<file path="config.mk">
export PLATFORM = sky130hd
export DESIGN_NAME = dosing_sequencer
export DESIGN_NICKNAME = d
export VERILOG_FILES = /design/src/rtl/dosing_pkg.sv /design/src/rtl/dose_channel.sv /design/src/rtl/dosing_sequencer.sv
export SDC_FILE = /design/constraint.sdc
export NUM_CORES = 1
export LEC_CHECK = 0
export CORE_MARGIN = 2
export CORE_UTILIZATION = 57
export DETAILED_ROUTE_END_ITERATION = 6
export PLACE_DENSITY = 0.9
export SLEW_MARGIN = 10
export SYNTH_ARGS = -nofsm -noshare
export SYNTH_HDL_FRONTEND = slang
export SYNTH_SLANG_ARGS = --single-unit
</file>
<file path="constraint.sdc">
create_clock -name clk -period 4.4 [get_ports clk]
set_clock_uncertainty 0.05 [all_clocks]
set_input_delay 0.88 -clock clk [delete_from_list [all_inputs] [get_ports clk]]
set_output_delay 0.88 -clock clk [all_outputs]
set_load 0.005 [all_outputs]
</file>
<file path="src/rtl/dosing_pkg.sv">
// Shared types for the dosing sequencer.
// FSM state encoding and operating-mode constants.
package dosing_pkg;

    typedef enum logic [1:0] {
        IDLE,
        RUN_SEQ,
        RUN_PAR,
        FINISH
    } state_e;

    localparam logic MODE_SEQ = 1'b0;
    localparam logic MODE_PAR = 1'b1;

endpackage

</file>
<file path="src/rtl/dose_channel.sv">
// Remaining-dose-units counter for one dispenser channel.
// Ports: load/load_val reload the count; tick+active decrement it;
// zero flags an empty count, last flags exactly one unit left.
module dose_channel
    import dosing_pkg::*;
#(
    parameter int CNT_W = 5
) (
    input  logic             clk,
    input  logic             reset,
    input  logic             load,
    input  logic [CNT_W-1:0] load_val,
    input  logic             tick,
    input  logic             active,
    output logic             zero,
    output logic             last
);

    logic [CNT_W-1:0] cnt_q;
    logic [CNT_W-1:0] cnt_d;

    always_comb begin
        cnt_d = cnt_q;
        if (load) begin
            cnt_d = load_val;
        end else if (tick && active && (cnt_q != '0)) begin
            cnt_d = cnt_q - CNT_W'(1);
        end
    end

    always_ff @(posedge clk or negedge reset) begin
        if (!reset) begin
            cnt_q <= '0;
        end else begin
            cnt_q <= cnt_d;
        end
    end

    assign zero = (cnt_q == '0);
    assign last = (cnt_q == CNT_W'(1));

endmodule

</file>
<file path="src/rtl/dosing_sequencer.sv">
// Motor-dosing timer: runs N_CH motors for programmed dose units,
// sequentially or in parallel, with pause, abort and done flags.
module dosing_sequencer
    import dosing_pkg::*;
#(
    parameter int N_CH     = 3,
    parameter int CNT_W    = 5,
    parameter int TICK_DIV = 5_000_000
) (
    input  logic                  clk,
    input  logic                  reset,
    input  logic                  start,
    input  logic                  abort,
    input  logic                  pause,
    input  logic                  mode,
    input  logic [N_CH*CNT_W-1:0] dose,
    output logic [N_CH-1:0]       motor,
    output logic [N_CH-1:0]       done,
    output logic                  busy,
    output logic                  finished,
    output logic                  aborted
);

    localparam int PRE_W = $clog2(TICK_DIV);
    localparam int PTR_W = (N_CH > 1) ? $clog2(N_CH) : 1;

    state_e            state_q, state_d;
    logic [PRE_W-1:0]  presc_q, presc_d;
    logic [PTR_W-1:0]  ptr_q, ptr_d;
    logic [N_CH-1:0]   motor_q, motor_d;
    logic [N_CH-1:0]   done_q, done_d;
    logic              aborted_q, aborted_d;

    logic              run;
    logic              tick;
    logic              load;
    logic [N_CH-1:0]   act;
    logic [N_CH-1:0]   zero;
    logic [N_CH-1:0]   last;
    logic [N_CH-1:0]   ex;
    logic [N_CH-1:0]   zero_after;
    logic [N_CH-1:0]   dz;
    logic [PTR_W-1:0]  first;
    logic [PTR_W-1:0]  nxt;
    logic              nxt_vld;

    assign run  = (state_q == RUN_SEQ) || (state_q == RUN_PAR);
    assign tick = run && !pause && !abort &&
                  (presc_q == PRE_W'(TICK_DIV - 1));

    for (genvar g = 0; g < N_CH; g++) begin : g_ch
        assign act[g] = (state_q == RUN_PAR) ||
                        ((state_q == RUN_SEQ) && (ptr_q == PTR_W'(g)));

        dose_channel #(.CNT_W(CNT_W)) u_ch (
            .clk      (clk),
            .reset    (reset),
            .load     (load),
            .load_val (dose[g*CNT_W +: CNT_W]),
            .tick     (tick),
            .active   (act[g]),
            .zero     (zero[g]),
            .last     (last[g])
        );
    end

    // A channel exhausts on the tick that consumes its final unit.
    assign ex         = act & last & {N_CH{tick}};
    assign zero_after = zero | ex;

    // Lowest nonzero channel at start, and the lowest still-loaded
    // channel above the current pointer for sequential handover.
    always_comb begin
        dz      = '0;
        first   = '0;
        nxt     = '0;
        nxt_vld = 1'b0;
        for (int i = N_CH - 1; i >= 0; i--) begin
            dz[i] = (dose[i*CNT_W +: CNT_W] == '0);
            if (!dz[i]) begin
                first = PTR_W'(i);
            end
            if ((i > int'(ptr_q)) && !zero[i]) begin
                nxt     = PTR_W'(i);
                nxt_vld = 1'b1;
            end
        end
    end

    always_comb begin
        state_d   = state_q;
        presc_d   = presc_q;
        ptr_d     = ptr_q;
        motor_d   = motor_q;
        done_d    = done_q;
        aborted_d = 1'b0;
        load      = 1'b0;
        unique case (state_q)
            IDLE: begin
                motor_d = '0;
                if (start) begin
                    load    = 1'b1;
                    presc_d = '0;
                    done_d  = dz;
                    ptr_d   = first;
                    if (mode == MODE_PAR) begin
                        state_d = RUN_PAR;
                        motor_d = ~dz;
                    end else begin
                        state_d = RUN_SEQ;
                        for (int i = 0; i < N_CH; i++) begin
                            motor_d[i] = (first == PTR_W'(i)) && !dz[i];
                        end
                    end
                end
            end
            RUN_SEQ, RUN_PAR: begin
                if (abort) begin
                    state_d   = IDLE;
                    motor_d   = '0;
                    aborted_d = 1'b1;
                end else if (pause) begin
                    motor_d = '0;
                end else begin
                    presc_d = tick ? '0 : presc_q + PRE_W'(1);
                    done_d  = done_q | ex;
                    if ((state_q == RUN_SEQ) && (ex != '0) && nxt_vld) begin
                        ptr_d = nxt;
                    end
                    for (int i = 0; i < N_CH; i++) begin
                        if (state_q == RUN_PAR) begin
                            motor_d[i] = !zero_after[i];
                        end else begin
                            motor_d[i] = (ptr_d == PTR_W'(i)) &&
                                         !zero_after[i];
                        end
                    end
                    if (&zero_after) begin
                        state_d = FINISH;
                    end
                end
            end
            FINISH: begin
                state_d = IDLE;
                motor_d = '0;
            end
            default: begin
                state_d = IDLE;
                motor_d = '0;
            end
        endcase
    end

    always_ff @(posedge clk or negedge reset) begin
        if (!reset) begin
            state_q   <= IDLE;
            presc_q   <= '0;
            ptr_q     <= '0;
            motor_q   <= '0;
            done_q    <= '0;
            aborted_q <= 1'b0;
        end else begin
            state_q   <= state_d;
            presc_q   <= presc_d;
            ptr_q     <= ptr_d;
            motor_q   <= motor_d;
            done_q    <= done_d;
            aborted_q <= aborted_d;
        end
    end

    assign motor    = motor_q;
    assign done     = done_q;
    assign busy     = run;
    assign finished = (state_q == FINISH);
    assign aborted  = aborted_q;

endmodule

</file>
**Word level (Yosys, flattened, before mapping)**

Index checks and enable logic that the tools add are counted.
W data, S select, Z words.

- Bits in registers: 49
- Output and inout bits: 9
- Word-level logic and storage cells: 144

- Add/sub/neg operators: 4
- $lt $le $gt $ge: 2
- Eq/ne operators: 18
- Mux-type cells: 48
- Bitwise gates (word level): 5
- Reductions and logical operators: 58

Operators by type and width:

| kind | count |
|---|---|
| $mux W23 | 4 |
| $pmux W23 S2 | 1 |
| $mux W2 | 17 |
| $logic_not A5 Y1 | 6 |
| $mux W5 | 6 |
| $add A23 B1 Y23 const B | 1 |
| $eq A23 B23 Y1 const B | 1 |
| $logic_and A1 B1 Y1 | 22 |
| $mux W3 | 7 |
| $eq A5 B1 Y1 const B | 3 |
| $reduce_bool A5 Y1 | 3 |
| $sub A5 B1 Y5 const B | 3 |
| $eq A2 B2 Y1 const B | 5 |
| $logic_not A1 Y1 | 10 |
| $mux W1 | 9 |
| $pmux W3 S3 | 1 |
| $eq A2 B1 Y1 const B | 4 |
| $logic_not A2 Y1 | 4 |
| $reduce_bool A2 Y1 | 4 |
| $and A3 B3 Y3 | 2 |
| $ne A2 B2 Y1 const B | 3 |
| $ne A3 B3 Y1 const B | 2 |
| $or A3 B3 Y3 | 2 |
| $pmux W2 S3 | 1 |
| other kinds (10) | 14 |

**Logic depth before layout (Yosys ltp)**

Gate-level depths: netlist of the first run.

- Word-level depth: 19
- Mapped depth: 12
- Mapped depth without buffers: 8

**Hierarchy**

Synthesis of the first run repeated with hierarchy kept, for this count alone.

- Cell total of the unflattened synthesis: 340
- Area total of the unflattened synthesis: 3047.9 µm²

By module, submodules not included:

| module | times used | cells each | area an instance (µm²) | sequential area each (µm²) |
|---|---|---|---|---|
| dosing_sequencer | 1 | 241 | 2124.5 | 850.8 |
| dose_channel | 3 | 33 | 307.8 | 125.1 |

**Worst setup path after synthesis of the first run**

OpenSTA, ideal clock, no wires.

- Kind: input port to flip-flop
- From: input port abort
- To: register motor_q[1] (netlist: motor[1])
- Setup time: 0.080 ns
- Data arrival time: 3.072 ns
- Data required time: 4.270 ns
- Setup slack: 1.198 ns
- Stages: 9
- Path buffers: 3
- Cells stage by stage: or3b_1 -> buf_2 -> or3_1 -> buf_2 -> or2_1 -> buf_6 -> or4_4 -> a211o_1 -> o211ai_2

- Longest elaborated chain between the ends: 17
- Elaborated cells on any way between the ends: 19
- Classes of those cells: eq/ne: 1; mux: 8; bitwise: 2; reduce/logical: 8

RTL lines:

| what | line | RTL |
|---|---|---|
| from (decl) | dosing_sequencer.sv:13 | `input logic abort,` |
| $logic_not A1 Y1 | dosing_sequencer.sv:48 | `assign tick = run && !pause && !abort &&` |
| $logic_and A1 B1 Y1 (2 in a row) | dosing_sequencer.sv:48 |  |
| $and A3 B3 Y3 | dosing_sequencer.sv:68 | `assign ex = act & last & {N_CH{tick}};` |
| $reduce_bool A3 Y1 | dosing_sequencer.sv:127 | `if ((state_q == RUN_SEQ) && (ex != '0) && nxt_vld) begin` |
| $logic_and A1 B1 Y1 (2 in a row) | dosing_sequencer.sv:127 |  |
| $mux W2 | dosing_sequencer.sv:127 |  |
| $mux W2 | dosing_sequencer.sv:122 | `end else if (pause) begin` |
| $mux W2 | dosing_sequencer.sv:118 | `if (abort) begin` |
| $mux W2 | dosing_sequencer.sv:98 | `unique case (state_q)` |
| $eq A2 B1 Y1 | dosing_sequencer.sv:134 | `motor_d[i] = (ptr_d == PTR_W'(i)) &&` |
| $logic_and A1 B1 Y1 | dosing_sequencer.sv:134 |  |
| $mux W1 | dosing_sequencer.sv:131 | `if (state_q == RUN_PAR) begin` |
| $mux W3 | dosing_sequencer.sv:122 |  |
| $mux W3 * | dosing_sequencer.sv:118 |  |
| $pmux W3 S3 * | dosing_sequencer.sv:98 |  |
| named net motor_d[1] | dosing_sequencer.sv:30 | `logic [N_CH-1:0] motor_q, motor_d;` |
| to (signal assigned) | dosing_sequencer.sv:166 | `motor_q <= motor_d;` |
| to (decl) | dosing_sequencer.sv:30 |  |

The timed path passes the listed nets; every way through them passes the cells marked *. The select of a mux whose other input is x is not followed.
A chain may end at the register's enable or synchronous reset.

**Final worst setup path of the first run**

Ends and elaborated chain as after synthesis.

==> results of run 1 <==
==> worst max path at each step <==
| stage | slack (ns) | cells after the start | start | to |
|---|---|---|---|---|
| 4_1_cts | 0.91 | 7 | abort | motor[1]$_DFF_PN0_ |
| 6_report | 0.91 | 7 | abort | motor[1]$_DFF_PN0_ |
| 3_5_place_dp | 0.64 | 7 | abort | motor[1]$_DFF_PN0_ |
| 2_1_floorplan | 1.20 | 9 | abort | motor[1]$_DFF_PN0_ |
| 3_3_place_gp | 0.72 | 7 | abort | motor[1]$_DFF_PN0_ |
| 5_1_grt | 0.78 | 7 | abort | motor[1]$_DFF_PN0_ |
==> sequential cells by signal, indices dropped and copies added (netlist names) <==
name,count
aborted,1
done,3
g_ch.u_ch.cnt_q,15
motor,3
presc_q,23
ptr_q,2
state_q,2
==> critical path, delay by kind of cell <==
family	cells	cell delay, ns
AOI/OAI and AO/OA	2	0.41
and+or+nand+nor	4	1.94
buffers and inverters	1	0.44
==> placed cells by master (no fill, tap or decap), types with 2 or more instances in the layout <==
cell	instances
inv_1	15
xnor2_1	8
o21a_1	2
clkbuf_8	6
nand3_1	19
nand2_1	57
nor3_1	15
and2_1	6
clkdlybuf4s50_1	28
o21ai_0	43
or4b_1	2
nor2_1	34
a211oi_1	2
or3_1	3
a22o_1	2
o221ai_1	2
a21o_1	2
nor4_1	6
nand4_1	6
or4_4	2
o22ai_1	2
o31ai_1	2
dfrtp_1	49
o211ai_1	9
nor4bb_1	2
a21oi_1	12
and3_1	6
nand2b_1	2
buf_4	5
xor2_1	10
and3b_1	2
or4_1	2
ha_1	14
a31oi_1	4
==> final cells by class <==
cell class,count,share of cell area [%]
Inverter,15,1.58
Clock inverter,2,1.06
Tap cell,70,2.46
Clock buffer,6,2.32
Multi-Input combinational cell,294,49.0
Timing Repair Buffer,34,9.08
Sequential cell,49,34.5
==> cells in the mapped netlist, types with 2 or more instances <==
cell type / n
a21oi_1: 12
xnor2_1: 8
buf_2: 2
or3_1: 3
a31oi_1: 4
nor4_1: 6
nor2_1: 34
or4_4: 2
nor3_1: 15
a211oi_1: 2
or4b_1: 2
and3_1: 6
o21a_1: 2
or4_1: 2
and3b_1: 2
o31ai_1: 2
o221ai_1: 2
ha_1: 14
nand3_1: 19
o21ai_0: 43
inv_1: 15
nand2b_1: 2
and2_1: 6
a21o_1: 2
o22ai_1: 2
a22o_1: 2
clkbuf_1: 11
dfrtp_1: 49
nand2_1: 57
xor2_1: 10
o211ai_1: 9
nor4bb_1: 2
nand4_1: 6
==> power by group <==
| part | leakage [nW] | internal, mW | switching (mW) | total [mW] |
|---|---|---|---|---|
| Clock | 0.0574 | 0.185 | 0.153 | 0.338 |
| Sequential | 0.643 | 0.567 | 0.116 | 0.683 |
| Combinational | 0.735 | 0.370 | 0.559 | 0.929 |
==> cell families after synthesis <==
family	count (synthesis)
compound gates	87
simple gates	173
flops	49
mux	2
fa+ha+maj	14
xor+xnor	18
buf+inv	31
==> metrics by stage <==
stage	hold slack [ns]	instance area, um2	worst slack, ns	total power [mW]
final	0.451	3550	0.905	1.95
after global routing	0.488	3550	0.782	2.09
after CTS	0.448	3550	0.909	1.93
after detailed placement	0.435	3430	0.642	1.58
after global placement	0.418	3430	0.720	1.54
after floorplan	0.398	3100	1.20	1.27
==> metal layers <==
| layer | part of all wire (%) | wire [um] |
|---|---|---|
| met1 | 42 | 3280 |
| met2 | 49 | 3750 |
| met3 | 6.5 | 505 |
| met4 | 2.5 | 192 |
| met5 | 0 | 0 |
==> results.ini, run 1 <==
[clocking]
clock-sinks = 49
hold_buffers = 0
cts_buffer_depth = 2
numCtsBuffers = 5
clkLatencyLatePin_ns = 0.30
cts_max_level = 2
cts.repair.resized = 0
cts_setup_buffers = 0
root_buffer = clkbuf_8
cts_tree = done
clk_pin_slew_ns = 0.09

[job]
maxCapViolations = 0

[yosys]
yosys_warnings = 0
synth_compound_area_share_pct = 16.8
yosys.area_share.simple_pct = 28.0
syn_nets = 409
synth_top_family_by_area = simple AND/OR/NAND/NOR gates
synthCells = 374
ys_seq_area_share_pct = 39.6
ys_types = 52
synth_seq_cells = 49
netlist_area_um2 = 3100
synthTopCellsByArea = dfrtp_1 40%, o21ai_0 6.9%, nand2_1 6.9%
synth_largest_area_cell = dfrtp_1
async_flop_share_pct = 100
syn_area_per_cell_um2 = 8.28
synth_edf_count = 0
synth_top_area_share_pct = 39.6
synthFlopType = dfrtp_1
synthMuxAreaShare_pct = 0.687
yosys.area_share.xor_xnor_pct = 5.09
synthAdderAreaFrac_pct = 5.66

[critical_path]
crit_arrival_ns = 3.67
ff2ff_setup_slack_ns = 1.13
ff2ff_path_depth = 8
required_ns = 4.58
path_max_fanout = 10
r2r_end = motor[1]$_DFF_PN0_
critPathKind = in -> reg
endpoint_kind = flop
slowest_delay_ns = 0.57
r2r_start = state_q[0]$_DFFE_PN0P_
slowest_stage = or4_4
startpoint_type = input pin
crit_chain = clkdlybuf4s50_1, or3b_1, or3_1, or2_1, or4_4, a211o_1, o211ai_2

[detailed_routing]
routedWlPerCell_um = 16.4
ant_nets = 0
drt_iter0_markers = 269
vias = 2956
drt_pre_antenna_iters = 5
post-route-drc-count = 0
drt_wl_total_um = 7730
vias_per_cell = 6.29

[cells_and_area]
utilization_pct = 68.7
antenna_cells = 0
drive_above_1_share_pct = 5.50
layout-area-overhead-vs-synth_pct = 14.7
layout.nets = 434
final_cells = 470
seqCellArea_um2 = 1230
fillerInstances = 398
multi_input_area_um2 = 1740

[min_path]
min_from = presc_q[22]$_DFFE_PN0P_
hold_path_end = presc_q[22]$_DFFE_PN0P_
whs_path_depth = 1
hp-class = reg -> reg

[sta]
fmax_ghz = 0.286
fin_crit_sh_pct = 79.4
final_max_slew_viol_count = 0
grt_setup_unrepaired = no
period_needed_ns = 3.49
tightest_slew_ns = 1.09
slew_headroom_pct = 27.4
hold_viol = 0
finalSetupViolCount = 0
fin_setup_tns_ns = 0

[grt]
met2_usage_pct = 46.3
use_met3_pct = 3.37
grt_usage_pct = 27.0
grt_pass1_wl_um = 13200
antenna_found_initial = 0
met1_usage_pct = 35.8
grt-busiest-layer = met2
grt_max_degree = 50
grt_pass1_vias = 2788
grt_overflow = 0

[floorplan]
fp.dieW_um = 77.7
floorplan.core_area_um2 = 5170
start_util_pct = 59.9
die_y_um = 77.7
std_cell_rows = 26
die_area_um2 = 6040
io_pins = 30

[placed_design]
place_congestion = 0.999
dp.cells = 462
dp_hpwl_um = 5370
portBuffers = 29

[pwr]
irDropWorstVdd_v = 0.000301
p_leak_nw = 1.44
power_density_nw_per_um2 = 548

[run_status]
outcome = finished, final reports clean

No activity file was read; power rests on OpenSTA's default activity.
==> run 2, diff against run 1 <==
--- a/config.mk
+++ b/config.mk
@@ -6,9 +6,9 @@
 export NUM_CORES = 1
 export LEC_CHECK = 0
 export CORE_MARGIN = 2
-export CORE_UTILIZATION = 57
+export CORE_UTILIZATION = 52
 export DETAILED_ROUTE_END_ITERATION = 6
-export PLACE_DENSITY = 0.9
+export PLACE_DENSITY = 0.87
 export SLEW_MARGIN = 10
 export SYNTH_ARGS = -nofsm -noshare
 export SYNTH_HDL_FRONTEND = slang
==> constraint.sdc (replaced) <==
create_clock -name clk -period 2.9 [get_ports clk]
set_clock_uncertainty 0.05 [all_clocks]
set_input_delay 0.58 -clock clk [delete_from_list [all_inputs] [get_ports clk]]
set_output_delay 0.58 -clock clk [all_outputs]
set_load 0.005 [all_outputs]
==> results.ini, run 2 (synthesis gave the netlist of run 1 again) <==
[run_status]
outcome = finished, final reports clean

[placed_design]
place_congestion = 0.919
dp_hpwl_um = 5780
dpl_cell_area_um2 = 3610
portBuffers = 29

[sta]
fin_crit_sh_pct = 96.0
final_max_slew_viol_count = 0
period_needed_ns = 2.78
finalSetupViolCount = 0
fmax_ghz = 0.359
fin_setup_tns_ns = 0
hold_viol = 0
tightest_slew_ns = 0.696
grt_setup_unrepaired = no
slew_headroom_pct = 53.4

[detailed_routing]
post-route-drc-count = 0
ant_nets = 0
routedWlPerCell_um = 15.4
vias_per_cell = 5.89
vias = 2917
drt_iter0_markers = 160
drt_pre_antenna_iters = 5
drt_wl_total_um = 7600

[job]
maxCapViolations = 0

[critical_path]
r2r_end = motor[1]$_DFF_PN0_
required_ns = 3.09
endpoint_kind = flop
startpoint_type = flop
slowest_delay_ns = 0.44
crit_arrival_ns = 2.97
r2r_start = state_q[1]$_DFFE_PN0P_
slowest_stage = or4_4
crit_chain = inv_2, ha_4, or3b_1, or3_1, or2_1, or4_4, a211o_1, o211ai_2
ff2ff_setup_slack_ns = 0.12
path_max_fanout = 4
critPathKind = reg -> reg
path_buf_inv = 1
ff2ff_path_depth = 8
crit_family = simple AND/OR/NAND/NOR gates

[cells_and_area]
design_area_um2 = 3710
largest_register_ffs = 23
mostFrequentLayoutCells = 57 x nand2_1, 48 x dfrtp_1, 42 x o21ai_0
drive_above_1_share_pct = 11.2
layout.nets = 454
fillerInstances = 482
final_common_cell = nand2_1
layout-area-overhead-vs-synth_pct = 19.9
antenna_cells = 0
top_regs = presc_q: 23 flops, g_ch.u_ch.cnt_q: 15 flops
top_register = presc_q

[pwr]
irDropWorstVdd_v = 0.000443
internal-power_mw = 1.66
p_seq_share_pct = 35.4
pwr-share-clk_pct = 13.7
p_leak_nw = 1.52
power_frac_comb_pct = 50.9
switching_share_pct = 43.1
p_sw_mw = 1.26
power_density_nw_per_um2 = 788

[floorplan]
std_cell_rows = 28
start_util_pct = 52.9
die_area_um2 = 6590
fp.dieW_um = 81.2
die_y_um = 81.2
io_pins = 30
floorplan.core_area_um2 = 5850

[grt]
grt_pass1_vias = 2811
grt_pass1_wl_um = 12800
antenna_found_initial = 0
grt_overflow = 0
grt_usage_pct = 24.8
grt_max_degree = 28

[clocking]
root_buffer = clkbuf_8
hold_buffers = 0
cts_max_level = 2
clock-sinks = 49
cts_setup_buffers = 0
clkLatencyLatePin_ns = 0.30
numCtsBuffers = 5
cts_buffer_depth = 2
cts_tree = done
clk_pin_slew_ns = 0.09

[min_path]
hp-class = in -> async

run 2: changes by cell type in the layout (fill, tap and decap cells not counted), moves of 2 or more:
cell and delta:
inv_1 -2, clkbuf_1 +2, buf_4 +20, inv_2 +2
run 2: cell type report:
type	instances	area (um2)	area share, %
timing repair buffer	54	473	12.7
clock inverter	1	7.51	0.202
tap	75	93.8	2.53
clock buffer	7	76.3	2.06
sequential	49	1230	33.1
inverter	15	56.3	1.52
multi-input combinational	294	1780	47.9
run 2: worst max-delay path by stage:
stage | end | startpoint | cells past startpoint | slack [ns]
after detailed placement | state_q[1]$_DFFE_PN0P_ | abort | 8 | -0.20
after global placement | motor[1]$_DFF_PN0_ | abort | 7 | -0.09
after global routing | presc_q[12]$_DFFE_PN0P_ | state_q[1]$_DFFE_PN0P_ | 10 | 0.01
final | motor[1]$_DFF_PN0_ | state_q[1]$_DFFE_PN0P_ | 8 | 0.12
after floorplan | motor[1]$_DFF_PN0_ | state_q[0]$_DFFE_PN0P_ | 12 | -0.12
after CTS | state_q[1]$_DFFE_PN0P_ | state_q[1]$_DFFE_PN0P_ | 9 | 0.06
run 2: what timing repair did:
action | CTS | global route
gates resized for setup | 0 | 4
endpoints found under the hold margin | 0 | 0
setup endpoints to repair | 0 | 9
run 2: power groups by stage:
stage / clock network (mW) / registers [mW] / logic, mW
detailed placement: 0 / 1.04 / 1.46
global placement: 0 / 1.04 / 1.41
global route: 0.443 / 1.06 / 1.68
CTS: 0.406 / 1.03 / 1.47
floorplan: 0 / 1.01 / 0.963
finish: 0.402 / 1.04 / 1.49
run 2: through the flow:
stage	setup slack (ns)	hold slack (ns)	util (%)	instances	power [mW]
3_5_place_dp	-0.200	0.389	61.7	487	2.51
2_1_floorplan	-0.118	0.234	-	374	1.97
4_1_cts	0.0594	0.0572	63.2	495	2.91
6_report	0.117	0.0549	63.5	495	2.93
5_1_grt	0.0102	0.0465	63.5	495	3.18
3_3_place_gp	-0.0913	0.387	61.7	487	2.45
run 2: layer usage:
layer	vias to the layer above	wire length (um)	share of wire, %	GRT usage (%)
met4	0	136	1.8	6.95
met1	1386	3210	42	31.2
met3	12	466	6.1	3.89
met2	105	3790	50	44.0
li1	1414	-	-	-
met5	-	0	0	0
==> run 3, diff against run 2 <==
--- a/config.mk
+++ b/config.mk
@@ -5,11 +5,12 @@
 export SDC_FILE = /design/constraint.sdc
 export NUM_CORES = 1
 export LEC_CHECK = 0
+export CORE_ASPECT_RATIO = 1.2
 export CORE_MARGIN = 2
 export CORE_UTILIZATION = 52
 export DETAILED_ROUTE_END_ITERATION = 6
+export HOLD_SLACK_MARGIN = 0.12
 export PLACE_DENSITY = 0.87
-export SLEW_MARGIN = 10
 export SYNTH_ARGS = -nofsm -noshare
 export SYNTH_HDL_FRONTEND = slang
 export SYNTH_SLANG_ARGS = --single-unit
==> results.ini, run 3 (synthesis gave the netlist of run 1 again) <==
[run_status]
outcome = finished, final reports clean

[cells_and_area]
design_area_um2 = 3740
drive_above_1_share_pct = 10.7
top_register = presc_q
final_cells = 499
layout.nets = 453
layout-area-overhead-vs-synth_pct = 20.7
final_common_cell = nand2_1
antenna_cells = 0
largest_register_ffs = 23
mostFrequentLayoutCells = 57 x nand2_1, 49 x dfrtp_1, 42 x o21ai_0
top_regs = presc_q: 23 flops, g_ch.u_ch.cnt_q: 15 flops
utilization_pct = 65.5

[critical_path]
required_ns = 3.05
ff2ff_setup_slack_ns = 0.07
path_max_fanout = 5
endpoint_kind = flop
critPathKind = reg -> reg
crit_arrival_ns = 2.98
startpoint_type = flop

[clocking]
clock-sinks = 49
clk_pin_slew_ns = 0.09
hold_buffers = 0
cts_tree = done
root_buffer = clkbuf_8
cts_buffer_depth = 2
numCtsBuffers = 5
clkLatencyLatePin_ns = 0.31
cts_max_level = 2
cts_setup_buffers = 0

[sta]
fin_ws_ns = 0.0668
slew_headroom_pct = 46.2
fmax_ghz = 0.353
finalSetupViolCount = 0
hold_viol = 0
fin_crit_sh_pct = 97.7
final_max_slew_viol_count = 0
period_needed_ns = 2.83
tightest_slew_ns = 0.807

[floorplan]
floorplan.core_area_um2 = 5710
io_pins = 30
start_util_pct = 54.3
die_y_um = 88.5
die_area_um2 = 6590
fp.dieW_um = 74.4
std_cell_rows = 30

[detailed_routing]
drt_pre_antenna_iters = 5
vias_per_cell = 5.86
drt_wl_total_um = 7630
ant_nets = 0
vias = 2924
post-route-drc-count = 0
routedWlPerCell_um = 15.3
drt_iter0_markers = 303

[pwr]
power_frac_comb_pct = 48.7
power_density_nw_per_um2 = 807
p_seq_share_pct = 34.4
internal-power_mw = 1.76
switching_share_pct = 41.6
p_sw_mw = 1.25
power.total_mw = 3.02
irDropWorstVdd_v = 0.000356
pwr-share-clk_pct = 16.9
p_leak_nw = 1.53

[placed_design]
place_congestion = 0.946
place_ws_ns = -0.201
dp_hpwl_um = 5650
dpl_cell_area_um2 = 3610
dp.cells = 491
portBuffers = 29

[job]
maxCapViolations = 0

[grt]
grt_pass1_wl_um = 12300
grt_max_degree = 27
grt_usage_pct = 23.9
antenna_found_initial = 0
grt_pass1_vias = 2784
grt_overflow = 0

[min_path]
hp-class = in -> async

[run 3: changes by cell type in the layout (fill, tap and decap cells not counted), sizes merged]
cell / change
clkinvlp: -1
buf: -1
bufinv: +1
[run 3: critical path, stage by stage (launching register included)]
cell	delay [ns]
dfrtp_1	0.42
inv_2	0.09
ha_4	0.27
or3b_1	0.39
or3_1	0.43
or2_1	0.29
o31ai_1	0.40
nand2_1	0.13
a31o_2	0.25
[run 3: stage by stage]
stage	hold slack (ns)	setup TNS, ns
floorplan	0.234	-0.627
global placement	0.424	-0.597
detailed placement	0.437	-2.43
CTS	0.220	0
global route	0.234	-0.00971
finish	0.207	0
[run 3: routing by layer]
layer  vias up  global-route usage (%)  share of wire [%]  routed length [um]
li1       1412                       -                  -                   -
met1      1382                    28.0                 41                3090
met2       110                    43.8                 52                3960
met3        20                    4.10                5.5                 416
met4         0                    7.79                2.1                 159
met5         -                       0                  0                   0
[run 3: power by group through the flow]
stage	logic [mW]	clock network, mW	registers, mW
after floorplan	0.963	0	1.01
after global placement	1.39	0	1.04
after detailed placement	1.45	0	1.04
after CTS	1.46	0.521	1.04
after global routing	1.63	0.549	1.06
final	1.47	0.510	1.04
[run 3: cell type report]
type,instances,area [um2]
multi-input combinational,294,1770
clock inverter,1,30.0
tap,80,100
sequential,49,1230
fill,475,1970
timing repair buffer,53,465
inverter,15,56.3
clock buffer,7,86.3
[run 3: repair_timing]
action | 4_1_cts | 5_1_grt
endpoints found under the setup margin | 0 | 1
resized for setup | 0 | 2
hold endpoints to repair | 0 | 0
[run 3: worst paths after layout]
path,cells past startpoint,start,to
worst max-delay path,8,state_q[1]$_DFFE_PN0P_,ptr_q[0]$_DFFE_PN0P_
worst min-delay path,2,reset,g_ch[1].u_ch.cnt_q[3]$_DFFE_PN0P_
worst max register to register,8,state_q[1]$_DFFE_PN0P_,ptr_q[0]$_DFFE_PN0P_
worst min register to register,1,presc_q[22]$_DFFE_PN0P_,presc_q[22]$_DFFE_PN0P_
max in group asynchronous,2,reset,presc_q[19]$_DFFE_PN0P_
min in group clk,1,presc_q[22]$_DFFE_PN0P_,presc_q[22]$_DFFE_PN0P_
